[config.mk]
export PLATFORM = sky130hd
export DESIGN_NAME = match_countdown
export DESIGN_NICKNAME = d
export VERILOG_FILES = /design/src/rtl/pong_pkg.sv /design/src/rtl/seg7_decode.sv /design/src/rtl/match_countdown.sv
export SDC_FILE = /design/constraint.sdc
export NUM_CORES = 1
export LEC_CHECK = 0
export ABC_AREA = 1
export CAP_MARGIN = 15
export CORE_AREA = 4 4 101 103
export DETAILED_ROUTE_END_ITERATION = 16
export DIE_AREA = 0 0 105 107
export PLACE_DENSITY = 0.49
export SYNTH_ARGS = -nofsm -noshare
export SYNTH_HDL_FRONTEND = slang
export SYNTH_HIERARCHICAL = 1
export SYNTH_SLANG_ARGS = --single-unit
export TNS_END_PERCENT = 100
[constraint.sdc]
create_clock -name clk -period 2.42 [get_ports clk]
set_clock_uncertainty 0.15 [all_clocks]
set_input_delay 0.242 -clock clk [delete_from_list [all_inputs] [get_ports clk]]
set_output_delay 0.242 -clock clk [all_outputs]
set_load 0.01 [all_outputs]
[src/rtl/pong_pkg.sv]
// Shared definitions for the match countdown: controller states, 7-segment
// glyphs (active-low, bit order gfedcba) and prescaler sizing.
package pong_pkg;

    typedef enum logic [1:0] {
        ST_IDLE    = 2'd0,
        ST_RUN     = 2'd1,
        ST_PAUSED  = 2'd2,
        ST_EXPIRED = 2'd3
    } state_t;

    localparam logic [6:0] SEG_DIG0  = 7'b1000000;
    localparam logic [6:0] SEG_DIG1  = 7'b1111001;
    localparam logic [6:0] SEG_DIG2  = 7'b0100100;
    localparam logic [6:0] SEG_DIG3  = 7'b0110000;
    localparam logic [6:0] SEG_DIG4  = 7'b0011001;
    localparam logic [6:0] SEG_DIG5  = 7'b0010010;
    localparam logic [6:0] SEG_DIG6  = 7'b0000010;
    localparam logic [6:0] SEG_DIG7  = 7'b1111000;
    localparam logic [6:0] SEG_DIG8  = 7'b0000000;
    localparam logic [6:0] SEG_DIG9  = 7'b0011000;
    localparam logic [6:0] SEG_BLANK = 7'b1111111;

    localparam logic [3:0] BCD_ZERO = 4'd0;
    localparam logic [3:0] BCD_ONE  = 4'd1;
    localparam logic [3:0] BCD_NINE = 4'd9;

    // A 1 Hz "clock" still needs one prescaler bit to keep widths legal.
    function automatic int presc_width(input int hz);
        return (hz > 1) ? $clog2(hz) : 1;
    endfunction

endpackage

[src/rtl/seg7_decode.sv]
// Purely combinational BCD digit to active-low 7-segment pattern.
module seg7_decode
    import pong_pkg::*;
(
    input  logic [3:0] i_bcd,
    output logic [6:0] o_seg
);

    always_comb begin
        o_seg = SEG_BLANK;
        case (i_bcd)
            4'd0:    o_seg = SEG_DIG0;
            4'd1:    o_seg = SEG_DIG1;
            4'd2:    o_seg = SEG_DIG2;
            4'd3:    o_seg = SEG_DIG3;
            4'd4:    o_seg = SEG_DIG4;
            4'd5:    o_seg = SEG_DIG5;
            4'd6:    o_seg = SEG_DIG6;
            4'd7:    o_seg = SEG_DIG7;
            4'd8:    o_seg = SEG_DIG8;
            4'd9:    o_seg = SEG_DIG9;
            default: o_seg = SEG_BLANK;
        endcase
    end

endmodule

[src/rtl/match_countdown.sv]
// Two-digit BCD match clock: counts START_SECS down to 00 at one step per
// CLK_HZ cycles, with pause/restart control and a one-cycle expiry pulse.
module match_countdown
    import pong_pkg::*;
#(
    parameter int CLK_HZ     = 50000000,
    parameter int START_SECS = 60
) (
    input  logic       clk,
    input  logic       reset,
    input  logic       start,
    input  logic       pause,
    output logic [6:0] seg_left,
    output logic [6:0] seg_right,
    output logic       running,
    output logic       time_up
);

    localparam int              PS_W       = presc_width(CLK_HZ);
    localparam logic [PS_W-1:0] PS_LAST    = PS_W'(CLK_HZ - 1);
    localparam logic [3:0]      START_TENS = 4'(START_SECS / 10);
    localparam logic [3:0]      START_ONES = 4'(START_SECS % 10);

    state_t          r_state;
    state_t          w_state_nxt;
    logic [PS_W-1:0] r_presc;
    logic [PS_W-1:0] w_presc_nxt;
    logic [3:0]      r_tens;
    logic [3:0]      r_ones;
    logic [3:0]      w_tens_nxt;
    logic [3:0]      w_ones_nxt;
    logic            r_time_up;
    logic            w_time_up_nxt;
    logic            w_counting;
    logic            w_tick;
    logic            w_last_sec;

    // PAUSED with pause released counts on that same edge, so a pause of N
    // cycles delays the display by exactly N cycles.
    assign w_counting = ((r_state == ST_RUN) || (r_state == ST_PAUSED)) && !pause;
    assign w_tick     = w_counting && (r_presc == PS_LAST);
    assign w_last_sec = (r_tens == BCD_ZERO) && (r_ones == BCD_ONE);

    always_ff @(posedge clk or posedge reset) begin
        if (reset) begin
            r_state   <= ST_IDLE;
            r_presc   <= '0;
            r_tens    <= START_TENS;
            r_ones    <= START_ONES;
            r_time_up <= 1'b0;
        end else begin
            r_state   <= w_state_nxt;
            r_presc   <= w_presc_nxt;
            r_tens    <= w_tens_nxt;
            r_ones    <= w_ones_nxt;
            r_time_up <= w_time_up_nxt;
        end
    end

    always_comb begin
        w_state_nxt   = r_state;
        w_presc_nxt   = r_presc;
        w_tens_nxt    = r_tens;
        w_ones_nxt    = r_ones;
        w_time_up_nxt = 1'b0;

        // start reloads from any state and beats both pause and a pending tick
        if (start) begin
            w_state_nxt = ST_RUN;
            w_presc_nxt = '0;
            w_tens_nxt  = START_TENS;
            w_ones_nxt  = START_ONES;
        end else begin
            case (r_state)
                ST_RUN, ST_PAUSED: begin
                    if (pause) begin
                        w_state_nxt = ST_PAUSED;
                    end else if (w_tick) begin
                        w_presc_nxt = '0;
                        if (r_ones != BCD_ZERO) begin
                            w_ones_nxt = r_ones - 4'd1;
                        end else begin
                            w_ones_nxt = BCD_NINE;
                            w_tens_nxt = r_tens - 4'd1;
                        end
                        if (w_last_sec) begin
                            w_state_nxt   = ST_EXPIRED;
                            w_time_up_nxt = 1'b1;
                        end else begin
                            w_state_nxt = ST_RUN;
                        end
                    end else begin
                        w_state_nxt = ST_RUN;
                        w_presc_nxt = r_presc + PS_W'(1);
                    end
                end
                default: begin
                    w_state_nxt = r_state;
                end
            endcase
        end
    end

    assign running = (r_state == ST_RUN);
    assign time_up = r_time_up;

    seg7_decode u_seg_left (
        .i_bcd (r_tens),
        .o_seg (seg_left)
    );

    seg7_decode u_seg_right (
        .i_bcd (r_ones),
        .o_seg (seg_right)
    );

endmodule

* Yosys cells after proc, flatten, opt, wreduce, memory -nomap -nowiden
Memory sizes are Yosys's and may differ from the RTL's.
Cells that the tools add are included.
** Cells by class
- Reductions and logical operators :: 13
- Add/sub/neg operators :: 3
- Muxes and demuxes :: 24
- Equal/unequal tests :: 6
** Operators by type and width (count)
- $mux W26 :: 4
- $mux W4 :: 10
- $add A26 B1 Y26 const B :: 1
- $eq A26 B26 Y1 const B :: 1
- $mux W2 :: 5
- $sub A4 B1 Y4 const B :: 2
- $mux W1 :: 5
- $eq A4 B1 Y1 const B :: 1
- $logic_not A4 Y1 :: 1
- $ne A2 B2 Y1 const B :: 2
- $reduce_and A4 Y1 :: 1
- $reduce_bool A2 Y1 :: 2
- $reduce_bool A4 Y1 :: 1
- $logic_and A1 B1 Y1 :: 3
- $reduce_and A3 Y1 :: 1
- $eq A2 B1 Y1 const B :: 1
- $eq A2 B2 Y1 const B :: 1
- $reduce_and A2 Y1 :: 1
- $reduce_or A2 Y1 :: 1
- $logic_not A1 Y1 :: 1
- $logic_or A1 B1 Y1 :: 1
** Word-level totals
- Memories :: 2
- Memory bits (read-only) :: 224
- Input bits :: 4
- Register bits :: 37
- Output and inout port bits :: 16
** Memories
- (no name shown) :: depth 16, width 7, rd ports 1, clocked after memory_dff 0, write ports 0, RTL line seg7_decode.sv:11 : case (i_bcd)
- (no name shown) :: depth 16, width 7, rd ports 1, clocked after memory_dff 0, write ports 0, RTL line seg7_decode.sv:11

* Logic depth before layout (Yosys ltp)
- Word-level depth :: 8
- Gate-level depth with buffers :: 12
- Mapped depth without buffers :: 12

* Modules after synthesis
Netlist, hierarchy kept.
** Modules (own cells, without submodules)
- match_countdown :: cells an instance 339, times used 1, sequential area each 928.4 sq um, area an instance 2332.2 sq um
- seg7_decode :: cells an instance 35, times used 2, sequential area each 0.0 sq um, area an instance 187.7 sq um

* Least setup slack after synthesis
OpenSTA, ideal clock, no wires.
- Kind :: flip-flop to flip-flop
- Start :: register r_state[0]
- End :: register r_ones[2]
- Library setup time :: 0.118 ns
- Period minus slack after synthesis :: 1.719 ns
- Stages on the path, launching flop included :: 12
- Slack :: 0.701 ns
- Arrival :: 1.451 ns
- Path through :: dfrtp_1 ha_1 inv_1 nand2_1 nor2_1 nand2_1 nor2_1 nand2_2 nand2_4 inv_1 nand2_1 nand2_1
** On the way
- Word-level cells in the longest chain between the ends :: 6
- Elaborated cells on any way between the ends :: 9
- Those cells by class :: eq/ne (2); reduce/logical (7)
** Ends and longest elaborated chain
- from (decl) :: RTL line match_countdown.sv:24 : state_t r_state;
- from (signal assigned) :: RTL line match_countdown.sv:52 : r_state <= w_state_nxt;
- $eq A2 B1 Y1 / $eq A2 B2 Y1 (equally long branches) :: RTL line match_countdown.sv:40, match_countdown.sv:74
- $logic_or A1 B1 Y1 :: RTL line match_countdown.sv:40 : assign w_counting = ((r_state == ST_RUN) || (r_state == ST_PAUSED)) && !pause;
- $logic_and A1 B1 Y1 :: RTL line match_countdown.sv:40
- $logic_and A1 B1 Y1 :: RTL line match_countdown.sv:41 : assign w_tick = w_counting && (r_presc == PS_LAST);
- $reduce_bool A2 Y1 (no source line)
- $reduce_and A3 Y1 (no source line) *
- to (signal assigned) :: RTL line match_countdown.sv:55 : r_ones <= w_ones_nxt;
- to (decl) :: RTL line match_countdown.sv:29 : logic [3:0] r_ones;
Every way passes the cells marked *; elsewhere a longest branch is shown, timed or not.
A chain may end at the register's enable or synchronous reset.

* Worst setup path in the final report
- Start :: register r_tens[1]
- End :: output port seg_left[6]
** On the way
- Word-level cells in the longest chain between the ends :: 1
** Ends and longest elaborated chain
- from (decl) :: RTL line match_countdown.sv:28 : logic [3:0] r_tens;
- from (signal assigned) :: RTL line match_countdown.sv:54 : r_tens <= w_tens_nxt;
- $mem_v2 Z16 W7
- to (decl) :: RTL line match_countdown.sv:13 : output logic [6:0] seg_left,
Every way passes these cells.

==> metrics.md <==
| Metric | Value |
|---|---|
| TritonCTS Sinks | `37` |
| Core ar. | `0.009196 mm^2` |
| Drt wl/cell | `12.19 um` |
| Ant diodes | `0` |
| Overall Global Routing Usage | `0.1284` |
| Lkg Pwr | `1.539 nW` |
| Peak VDD IR | `0.2641 mV` |
| Hold slack | `206.4 ps` |
| Worst path bufs/invs | `2` |
| Number of global-route vias before repair | `2,450` |
| Die footprint | `0.01124 mm^2` |
| Final Setup Violations | `0` |
| Skew-Pair Late Insertion Delay | `300 ps` |
| R2R cell count | `10` |
| DR vias | `2,539` |
| Clock Root Buffer | `clkbuf_8` |
| Worst-Margin Slew | `479.6 ps` |
| Setup crit end kind | `output pin` |
| Synth Cell Area | `0.002708 mm^2` |
| Vias per inst | `4.608` |
| Syn avg cell area | `6.620 um^2` |
| DRC viols | `0` |
| Initial core utilization | `0.2944` |
| Clock tree buffer depth | `2` |
| Reg2Reg Launch Point | `r_state[0]$_DFFE_PP0P_` |
| Multi-input logic area | `0.001549 mm^2` |
| Die width | `105 um` |
| Fillers | `1,006` |
| H-tree level count | `2` |
| Initial antenna violation count | `0` |
| Hold-fix buffers, CTS | `0` |
| Die height | `107 um` |
| Netlist cell types | `24` |
| CP Max Fanout | `6` |
| Fin nets | `460` |
| CP max-delay cell | `dfstp_2` |
| CP arrival | `1920 ps` |
| Syn Nets | `430` |
| Register area | `930.9 um^2` |
| PwrDens | `591.2 mW/mm^2` |
| Post-synthesis sequential area ratio | `0.3429` |
| Worst reg2reg setup slack | `360 ps` |
| Final period util | `0.9549` |
| Worst path cell trace | `buf_4, ha_1, nand2_1, o21ai_0, nand2_1, nand2_1, clkdlybuf4s50_1` |
| Max-slew headroom | `0.6803` |
| Syn Inst Count | `409` |
| Row count | `35` |
| Global-route congestion overflow total | `0` |
| Largest delay share family, worst path | `buffers and inverters` |
| I/O Buffers | `19` |
| FF-to-FF End | `r_presc[15]$_DFFE_PP0P_` |
| Starting DRC count in detailed routing | `97` |
| Cts bufs inserted | `5` |
| TNS Setup | `0 ps` |
| Outcome | `finished, final reports clean` |
| Final hold vios | `0` |
| RSZ-0062 raised after global routing | `no` |
| Achievable Freq | `0.4327 GHz` |
| Pins Over Slew Limit | `0` |
| Initial DRT Pass Iterations | `4` |
| Area Growth Syn to Fin | `17.79%` |
| Placer Congestion | `0.8596` |
| Tmin final | `2311 ps` |
| Critical path launch point type | `flip-flop` |
| Cell mode on critical path | `nand2_1` |
| DRT antenna net count | `0` |
| First-pass GRT wire length | `11,700 um` |
| #FFs+latches synth | `37` |
| Share of cells above drive strength 1 | `0.08409` |
| Commonest non-fill, non-tap cells in the layout | `nand2_1 (137), nor2_1 (66), inv_1 (51)` |
| Number of top-level pins | `20` |
| Final HPWL DP | `5181 um` |
| CP peak stage delay | `540 ps` |
| CP Class | `flip-flop to output pin` |
| Most common cell after layout, fill and taps aside | `nand2_1` |
| Routed wire length | `6717 um` |
| CP required | `2030 ps` |
| Syn. warnings | `6` |
| Largest net degree at the start of global routing | `38` |
| Max cap viols | `0` |
| Clock transition at path regs | `80 ps` |
| CTS tree | `built` |
| Hold WC Path Type | `input port to asynchronous set/reset pin` |
## cell families (layout without fill, tap and decap cells)
| logic type | after synthesis | after routing | share of synthesized area |
|---|---|---|---|
| XOR/XNOR | 12 | 12 | 0.03882 |
| AO/OA/AOI/OAI | 15 | 15 | 0.03143 |
| buffers and inverters | 58 | 89 | 0.08502 |
| flip-flops | 37 | 37 | 0.3429 |
| adder cells (fa/ha/maj) | 17 | 17 | 0.07856 |
| AND/OR/NAND/NOR | 270 | 270 | 0.4233 |
## state kept, by name, indices dropped and copies added (netlist names)
register  cells
r_presc      26
r_ones        4
r_tens        4
time_up       1
r_state       2
## Yosys cell counts, drive strengths merged
master / instances / area [um^2]
nand4: 12 / 75.07
dfrtp: 35 / 875.8
nand3b: 1 / 7.510
ha: 17 / 212.7
xor2: 9 / 78.83
o21ai: 10 / 57.56
nand3: 37 / 185.2
inv: 55 / 206.4
dfstp: 2 / 52.55
buf: 3 / 23.77
nor2: 73 / 301.5
xnor2: 3 / 26.28
nor3: 4 / 20.02
a21oi: 4 / 20.02
nand2: 143 / 556.8
o21bai: 1 / 7.510
## worst max-delay path by stage
| stage | startpoint | to | depth (start not counted) |
|---|---|---|---|
| 5_1_grt | r_ones[0]$_DFFE_PP0P_ | seg_right[3] | 6 |
| 3_3_place_gp | pause | r_presc[15]$_DFFE_PP0P_ | 10 |
| 2_1_floorplan | r_state[0]$_DFFE_PP0P_ | r_ones[2]$_DFFE_PP0P_ | 11 |
| 3_5_place_dp | r_tens[1]$_DFFE_PP1P_ | seg_left[3] | 6 |
| 4_1_cts | r_ones[0]$_DFFE_PP0P_ | seg_right[3] | 6 |
| 6_report | r_tens[1]$_DFFE_PP1P_ | seg_left[6] | 7 |
## metrics by stage
step | utilization | worst slack (ps) | cells | cell area (um^2) | power [mW]
finish | 0.3468 | 109.1 | 551 | 3189 | 1.886
global route | 0.3468 | 11.69 | 551 | 3189 | 2.022
CTS | 0.3460 | 26.08 | 551 | 3182 | 1.918
detailed placement | 0.3325 | 342.9 | 542 | 3058 | 1.332
global placement | 0.3325 | 347.7 | 542 | 3058 | 1.326
floorplan | - | 701.2 | 409 | 2708 | 1.085
## worst min-delay path, stage by stage
cell and delay, ps:
clkdlybuf4s50_1 400, inv_1 50, buf_4 410
## per-layer routing
metal	wire, um	GRT usage
met1	3143	0.1581
met3	239	0.02288
met4	87	0.04124
met2	3247	0.2269
met5	0	0
## area by class of cell
class,instances,area share
Tap cell,111,0.04355
Multi-Input combinational cell,314,0.4857
Sequential cell,37,0.2919
Inverter,55,0.06473
Clock buffer,7,0.02707
Timing Repair Buffer,26,0.07768
Clock inverter,1,0.009415
## timing repair
action,in CTS,in global routing
setup buffers,1,0
pin swaps,0,0
gates resized for setup,0,4
setup endpoints to repair,1,6
## where the power goes
group / internal, mW / switching, mW
Sequential: 0.668 / 0.0554
Combinational: 0.269 / 0.322
Clock: 0.336 / 0.235
Note: power is estimated with default switching activity, not from simulation.
